<file path="src/rtl/mips_soc_top.sv">
// rtl/mips_soc_top.sv - single-cycle MIPS core with imem/dmem, memory-mapped IO and run/halt/step debug control
// The debug FSM gates the core clock-enable, which allows single-stepping and breakpoints on fetch PC.
module mips_soc_top #(
  parameter int IMEM_AW      = 6,
  parameter int DMEM_AW      = 6,
  parameter int GPIO_W       = 8,
  parameter int START_HALTED = 0,
  parameter logic [32*(2**IMEM_AW)-1:0] IMEM_INIT = '0
) (
  input  logic              clk,
  input  logic              rst,
  input  logic              dbg_halt_req,
  input  logic              dbg_step_req,
  input  logic              dbg_resume_req,
  input  logic              bp_en,
  input  logic [31:0]       bp_addr,
  input  logic [4:0]        ra_debug,
  output logic [31:0]       ra_debug_data,
  output logic [31:0]       pc,
  output logic [31:0]       instr,
  output logic [31:0]       writedata,
  output logic [31:0]       dataadr,
  output logic              memwrite,
  output logic              halted,
  output logic [GPIO_W-1:0] gpio_out,
  output logic [31:0]       retired
);
  typedef enum logic [1:0] {S_RUN, S_HALT, S_STEP} state_t;

  state_t            state_q;
  logic              skip_bp_q;
  logic [31:0]       pc_q, pc_d, cycle_q, retired_q;
  logic [GPIO_W-1:0] gpio_q;
  logic [31:0]       rf_q   [0:31];
  logic [31:0]       dmem_q [0:2**DMEM_AW-1];

  logic [5:0]  op, funct;
  logic [4:0]  rs, rt, rd, wr_idx;
  logic [31:0] simm, rs_val, rt_val, srcb, alu_y, wb_data, pc_plus4;
  logic [31:0] readdata, io_rdata, dmem_rdata;
  logic        is_r, is_lw, is_sw, is_beq, is_addi, is_lui, is_j;
  logic        reg_we, io_sel, bp_hit, cpu_en;

  assign pc     = pc_q;
  assign instr  = IMEM_INIT[{pc_q[IMEM_AW+1:2], 5'd0} +: 32];
  assign op     = instr[31:26];
  assign rs     = instr[25:21];
  assign rt     = instr[20:16];
  assign rd     = instr[15:11];
  assign funct  = instr[5:0];
  assign simm   = {{16{instr[15]}}, instr[15:0]};

  assign is_r    = (op == 6'h00);
  assign is_lw   = (op == 6'h23);
  assign is_sw   = (op == 6'h2b);
  assign is_beq  = (op == 6'h04);
  assign is_addi = (op == 6'h08);
  assign is_lui  = (op == 6'h0f);
  assign is_j    = (op == 6'h02);
  assign reg_we  = is_r | is_lw | is_addi | is_lui;
  assign wr_idx  = is_r ? rd : rt;

  assign rs_val        = (rs == 5'd0) ? 32'd0 : rf_q[rs];
  assign rt_val        = (rt == 5'd0) ? 32'd0 : rf_q[rt];
  assign ra_debug_data = (ra_debug == 5'd0) ? 32'd0 : rf_q[ra_debug];
  assign srcb          = (is_r | is_beq) ? rt_val : simm;

  always_comb begin
    alu_y = rs_val + srcb;
    if (is_r) begin
      case (funct)
        6'h20:   alu_y = rs_val + srcb;
        6'h22:   alu_y = rs_val - srcb;
        6'h24:   alu_y = rs_val & srcb;
        6'h25:   alu_y = rs_val | srcb;
        6'h2a:   alu_y = {31'd0, $signed(rs_val) < $signed(srcb)};
        default: alu_y = 32'd0;
      endcase
    end
  end

  assign pc_plus4 = pc_q + 32'd4;
  always_comb begin
    pc_d = pc_plus4;
    if (is_beq && (rs_val == rt_val)) pc_d = pc_plus4 + {simm[29:0], 2'b00};
    else if (is_j)                    pc_d = {pc_plus4[31:28], instr[25:0], 2'b00};
  end

  assign dataadr   = alu_y;
  assign writedata = rt_val;
  assign io_sel    = (dataadr[31:28] == 4'hF);

  // skip_bp lets a resume step off the breakpoint PC it halted on
  assign bp_hit   = bp_en & (pc_q == bp_addr) & ~skip_bp_q;
  assign cpu_en   = (state_q == S_STEP) | ((state_q == S_RUN) & ~bp_hit & ~dbg_halt_req);
  assign memwrite = is_sw & cpu_en;
  assign halted   = (state_q == S_HALT);
  assign gpio_out = gpio_q;
  assign retired  = retired_q;

  always_comb begin
    io_rdata = 32'd0;
    case (dataadr[27:0])
      28'h0:   io_rdata = 32'(gpio_q);
      28'h4:   io_rdata = cycle_q;
      28'h8:   io_rdata = retired_q;
      default: io_rdata = 32'd0;
    endcase
  end

  assign dmem_rdata = dmem_q[dataadr[DMEM_AW+1:2]];
  assign readdata   = io_sel ? io_rdata : dmem_rdata;
  assign wb_data    = is_lw ? readdata : (is_lui ? {instr[15:0], 16'h0000} : alu_y);

  always_ff @(posedge clk or posedge rst) begin
    if (rst) begin
      state_q   <= (START_HALTED != 0) ? S_HALT : S_RUN;
      skip_bp_q <= 1'b0;
      gpio_q    <= '0;
      cycle_q   <= 32'd0;
      retired_q <= 32'd0;
      pc_q      <= 32'd0;
    end else begin
      cycle_q <= cycle_q + 32'd1;
      if (cpu_en) begin
        retired_q <= retired_q + 32'd1;
        pc_q      <= pc_d;
      end
      if (memwrite && io_sel && (dataadr[27:0] == 28'h0)) gpio_q <= writedata[GPIO_W-1:0];
      case (state_q)
        S_RUN: begin
          if (dbg_halt_req || bp_hit) state_q   <= S_HALT;
          else                        skip_bp_q <= 1'b0;
        end
        S_HALT: begin
          if (dbg_step_req) state_q <= S_STEP;
          else if (dbg_resume_req) begin
            state_q   <= S_RUN;
            skip_bp_q <= 1'b1;
          end
        end
        default: state_q <= S_HALT;
      endcase
    end
  end

  always_ff @(posedge clk) begin
    if (cpu_en && !rst && reg_we && (wr_idx != 5'd0)) rf_q[wr_idx] <= wb_data;
  end

  always_ff @(negedge clk) begin
    if (memwrite && !rst && !io_sel) dmem_q[dataadr[DMEM_AW+1:2]] <= writedata;
  end
endmodule

</file>
<file path="config.mk">
export PLATFORM = sky130hd
export DESIGN_NAME = mips_soc_top
export DESIGN_NICKNAME = d
export VERILOG_FILES = /design/src/rtl/mips_soc_top.sv
export SDC_FILE = /design/constraint.sdc
export NUM_CORES = 1
export LEC_CHECK = 0
export BUFFER_PORTS_ARGS = -buffer_cell sky130_fd_sc_hd__buf_2
export CELL_PAD_IN_SITES_DETAIL_PLACEMENT = 1
export CELL_PAD_IN_SITES_GLOBAL_PLACEMENT = 1
export CORE_MARGIN = 2
export CORE_UTILIZATION = 36
export CTS_BUF_LIST = sky130_fd_sc_hd__clkbuf_4 sky130_fd_sc_hd__clkbuf_8
export DETAILED_ROUTE_END_ITERATION = 6
export PLACE_DENSITY_LB_ADDON = 0.1
export SLEW_MARGIN = 5
export SYNTH_ARGS = -nofsm -noshare
export SYNTH_HDL_FRONTEND = slang
export SYNTH_SLANG_ARGS = --single-unit
</file>
<file path="constraint.sdc">
create_clock -name clk -period 4.6 [get_ports clk]
set_input_delay 0.69 -clock clk [delete_from_list [all_inputs] [get_ports clk]]
set_output_delay 0.69 -clock clk [all_outputs]
set_load 0.01 [all_outputs]
</file>
==> impl_results.md <==
* Initial Utilization at 0.3685
* Period minus WS final at roughly 2.7 ns
* Number of cells produced by synthesis at 457
* Final Hold Vio Count at 0
* Max-slew headroom at 0.3790
* Placed insts at 697
* Final period utilization at 0.5901
* Fmax achieved at around 0.37 GHz
* CTS tree: yes
* Post-synth EDFFs at 0
* CTS Buffer Depth at 2
* H-Tree Level Count at 3
* Critical path startpoint category: flip-flop
* Lkg Pwr at 2.456 nW
* Crit path kind: flip-flop to flip-flop
* Die width at 114.7 um
* Setup TNS at 0 ns
* Register clock-pin slew on the reported worst setup and hold paths at around 0.07 ns
* Resized cells post-CTS at 0
* Die Ht at around 110 um
* Nets at 606
* Largest net degree at the start of global routing at 39
* Crit path capture type: flip-flop
* Initial antenna violation count at 0
* ANT nets after route at 0
* Mapped Area at 0.004408 mm^2
* Setup Buffers After CTS at 0
* Register area share after synthesis at 0.3690
* Syn_area_per_cell at 9.645 um^2
* Endpoints failing setup at 0
* Max rail drop VDD at about 0.16 mV
* Final non-filler cell total at 711
* First-pass GRT wire length at 15500 um
* WL per Instance at 13.90 um
* GPL Wtd Cong at 0.7481
* Number of fill cells in the layout at 1472
* Max_cap viols at 0
* Main synth FF type: dfrtp_1
* Core area at approximately 0.012 mm^2
* Ys Warns at 0
* Die Area at 0.01315 mm^2
* Power Density at 357.8 mW/mm^2
* CP Data Required Time at 4.82 ns
* Num ports at between 200 and 250
* Rows at 40
* RSZ-0062 raised after global routing: false
* Final wirelength at slightly below 10000 um
* DRC at 0
* Hold Crit Class: input pin to async pin
* GRT Util Overall at 0.1497
* Asr flop ratio synth at 1.000
* Vias in the first global route at 2941
* Worst Tran Pin Value at 0.9315 ns
* Clock skew at 0.01121 ns
* Vias per cell at 4.269
* Synth Register Bits at 65
* Gr ovfl total at 0
* IO Port Bufs at 100
* Crit path launch: pc[24]
* Critical R2R Launch: pc[24]
* Design Power at 1.687 mW
* Slew Limit Fails at 0
* Diode count at 0
* Area growth syn-to-layout at 6.983%
* Status: complete, no violations
* CTS Buf Count at 9
* Worst-Skew Late Latency at 0.34 ns
* Fin util at 0.3942
* Synth unique cells at 34
* Arrival @ worst endpoint at between 2 and 3 ns
* Fraction of layout cells with a size suffix above 1 at 0.2323
* CTS root buf: clkbuf_8
* Clock sinks at 65
* Initial drt markers at 53
* Cts hold-fix bufs at 0
* Worst-path fanout max at 23
* Vias at 3035
* First-pass DRT Iterations at 4
* Detail Placement HPWL at about 7400 um
-- cells by family (layout without fill, tap and decap cells) --
group                    count (synthesis)  after routing  share of synthesized area
other                                    1            139                  0.0008507
XOR/XNOR                                90             90                     0.1788
adder cells (fa/ha/maj)                  2              2                   0.005676
AO/OA/AOI/OAI                            5              5                   0.009651
buffers and inverters                  152            121                     0.2538
AND/OR/NAND/NOR                        142            142                     0.1822
flip-flops                              65             65                     0.3690
-- flip-flops by register name, summed over array words and instances, names as in the netlist --
name,cells
skip_bp_q,1
state_q,2
retired,32
pc,30
-- per-layer routing --
| layer | global-route usage | routed length [um] |
|---|---|---|
| met2 | 0.2347 | 4714 |
| met5 | 0 | 0 |
| met4 | 0.04878 | 112 |
| met3 | 0.03653 | 714 |
| met1 | 0.2030 | 4344 |
-- worst max-delay path, cell delays in order (launching register included) --
cell	delay [ns]
dfrtp_1	0.45
xnor2_1	0.32
nand4_1	0.16
nor4_2	0.40
a21boi_2	0.14
or2_1	0.58
and3_2	0.41
xor2_1	0.13
-- cell type report --
| cell class | instances | area, um^2 | area share |
|---|---|---|---|
| timing repair buffer | 102 | 515.5 | 0.1093 |
| sequential | 65 | 1627 | 0.3449 |
| clock inverter | 3 | 42.54 | 0.009021 |
| multi-input combinational | 378 | 2183 | 0.4630 |
| inverter | 5 | 18.77 | 0.003980 |
| tap | 147 | 183.9 | 0.03900 |
| clock buffer | 11 | 145.1 | 0.03078 |
-- Yosys cell counts (2+ instances only) --
cell      count  area share
and4_1        4      0.0079
nand4_2       2      0.0057
buf_2         3      0.0034
nor4_1        9       0.013
clkbuf_1      2      0.0017
inv_1         5      0.0043
nor2b_1       2      0.0028
buf_4       139        0.24
nor3b_1       4      0.0068
and2_1        3      0.0043
nand2_1      30       0.026
nand3_1      23       0.026
xnor2_1      55        0.11
and3_1       11       0.016
nand4_1      15       0.021
buf_6         3      0.0077
dfrtp_1      65        0.37
nor4_2        3      0.0085
nor3_1       11       0.012
ha_1          2      0.0057
nor2_1       17       0.014
nor4b_2       2      0.0068
xor2_1       35       0.070
and3_2        2      0.0034
-- placed cells by master (no fill, tap or decap), types with 4 or more instances in the layout --
cell type	count
conb_1	139
buf_2	100
dfrtp_1	65
xnor2_1	55
xor2_1	35
nand2_1	30
nand3_1	23
nor2_1	16
nand4_1	15
and3_1	11
nor3_1	11
clkbuf_8	10
nor4_1	9
and4_1	4
inv_1	4
nor3b_1	4
-- per-stage QoR --
| step | area [um^2] | hold WS [ns] | setup WS, ns |
|---|---|---|---|
| floorplan | 4926 | 0.4831 | 2.284 |
| global placement | 4528 | 0.4754 | 1.495 |
| detailed placement | 4528 | 0.4719 | 1.498 |
| CTS | 4716 | 0.4328 | 1.782 |
| global route | 4716 | 0.4750 | 1.650 |
| finish | 4716 | 0.4116 | 1.886 |
-- power breakdown --
| group | internal (mW) | switching (mW) |
|---|---|---|
| logic | 0.168 | 0.289 |
| registers | 0.647 | 0.107 |
| clock network | 0.264 | 0.212 |
-- worst paths after layout --
check                              end  slack [ns]  depth (start not counted)
setup / recovery                 pc[9]        1.89                          7
hold / removal              retired[3]        0.41                          2
setup reg to reg                 pc[9]        1.89                          7
hold reg to reg            retired[31]        0.49                          1
max in group asynchronous       pc[13]        3.23                          3
min in group clk           retired[31]        0.49                          1
Note: power is estimated with default switching activity, not from simulation.
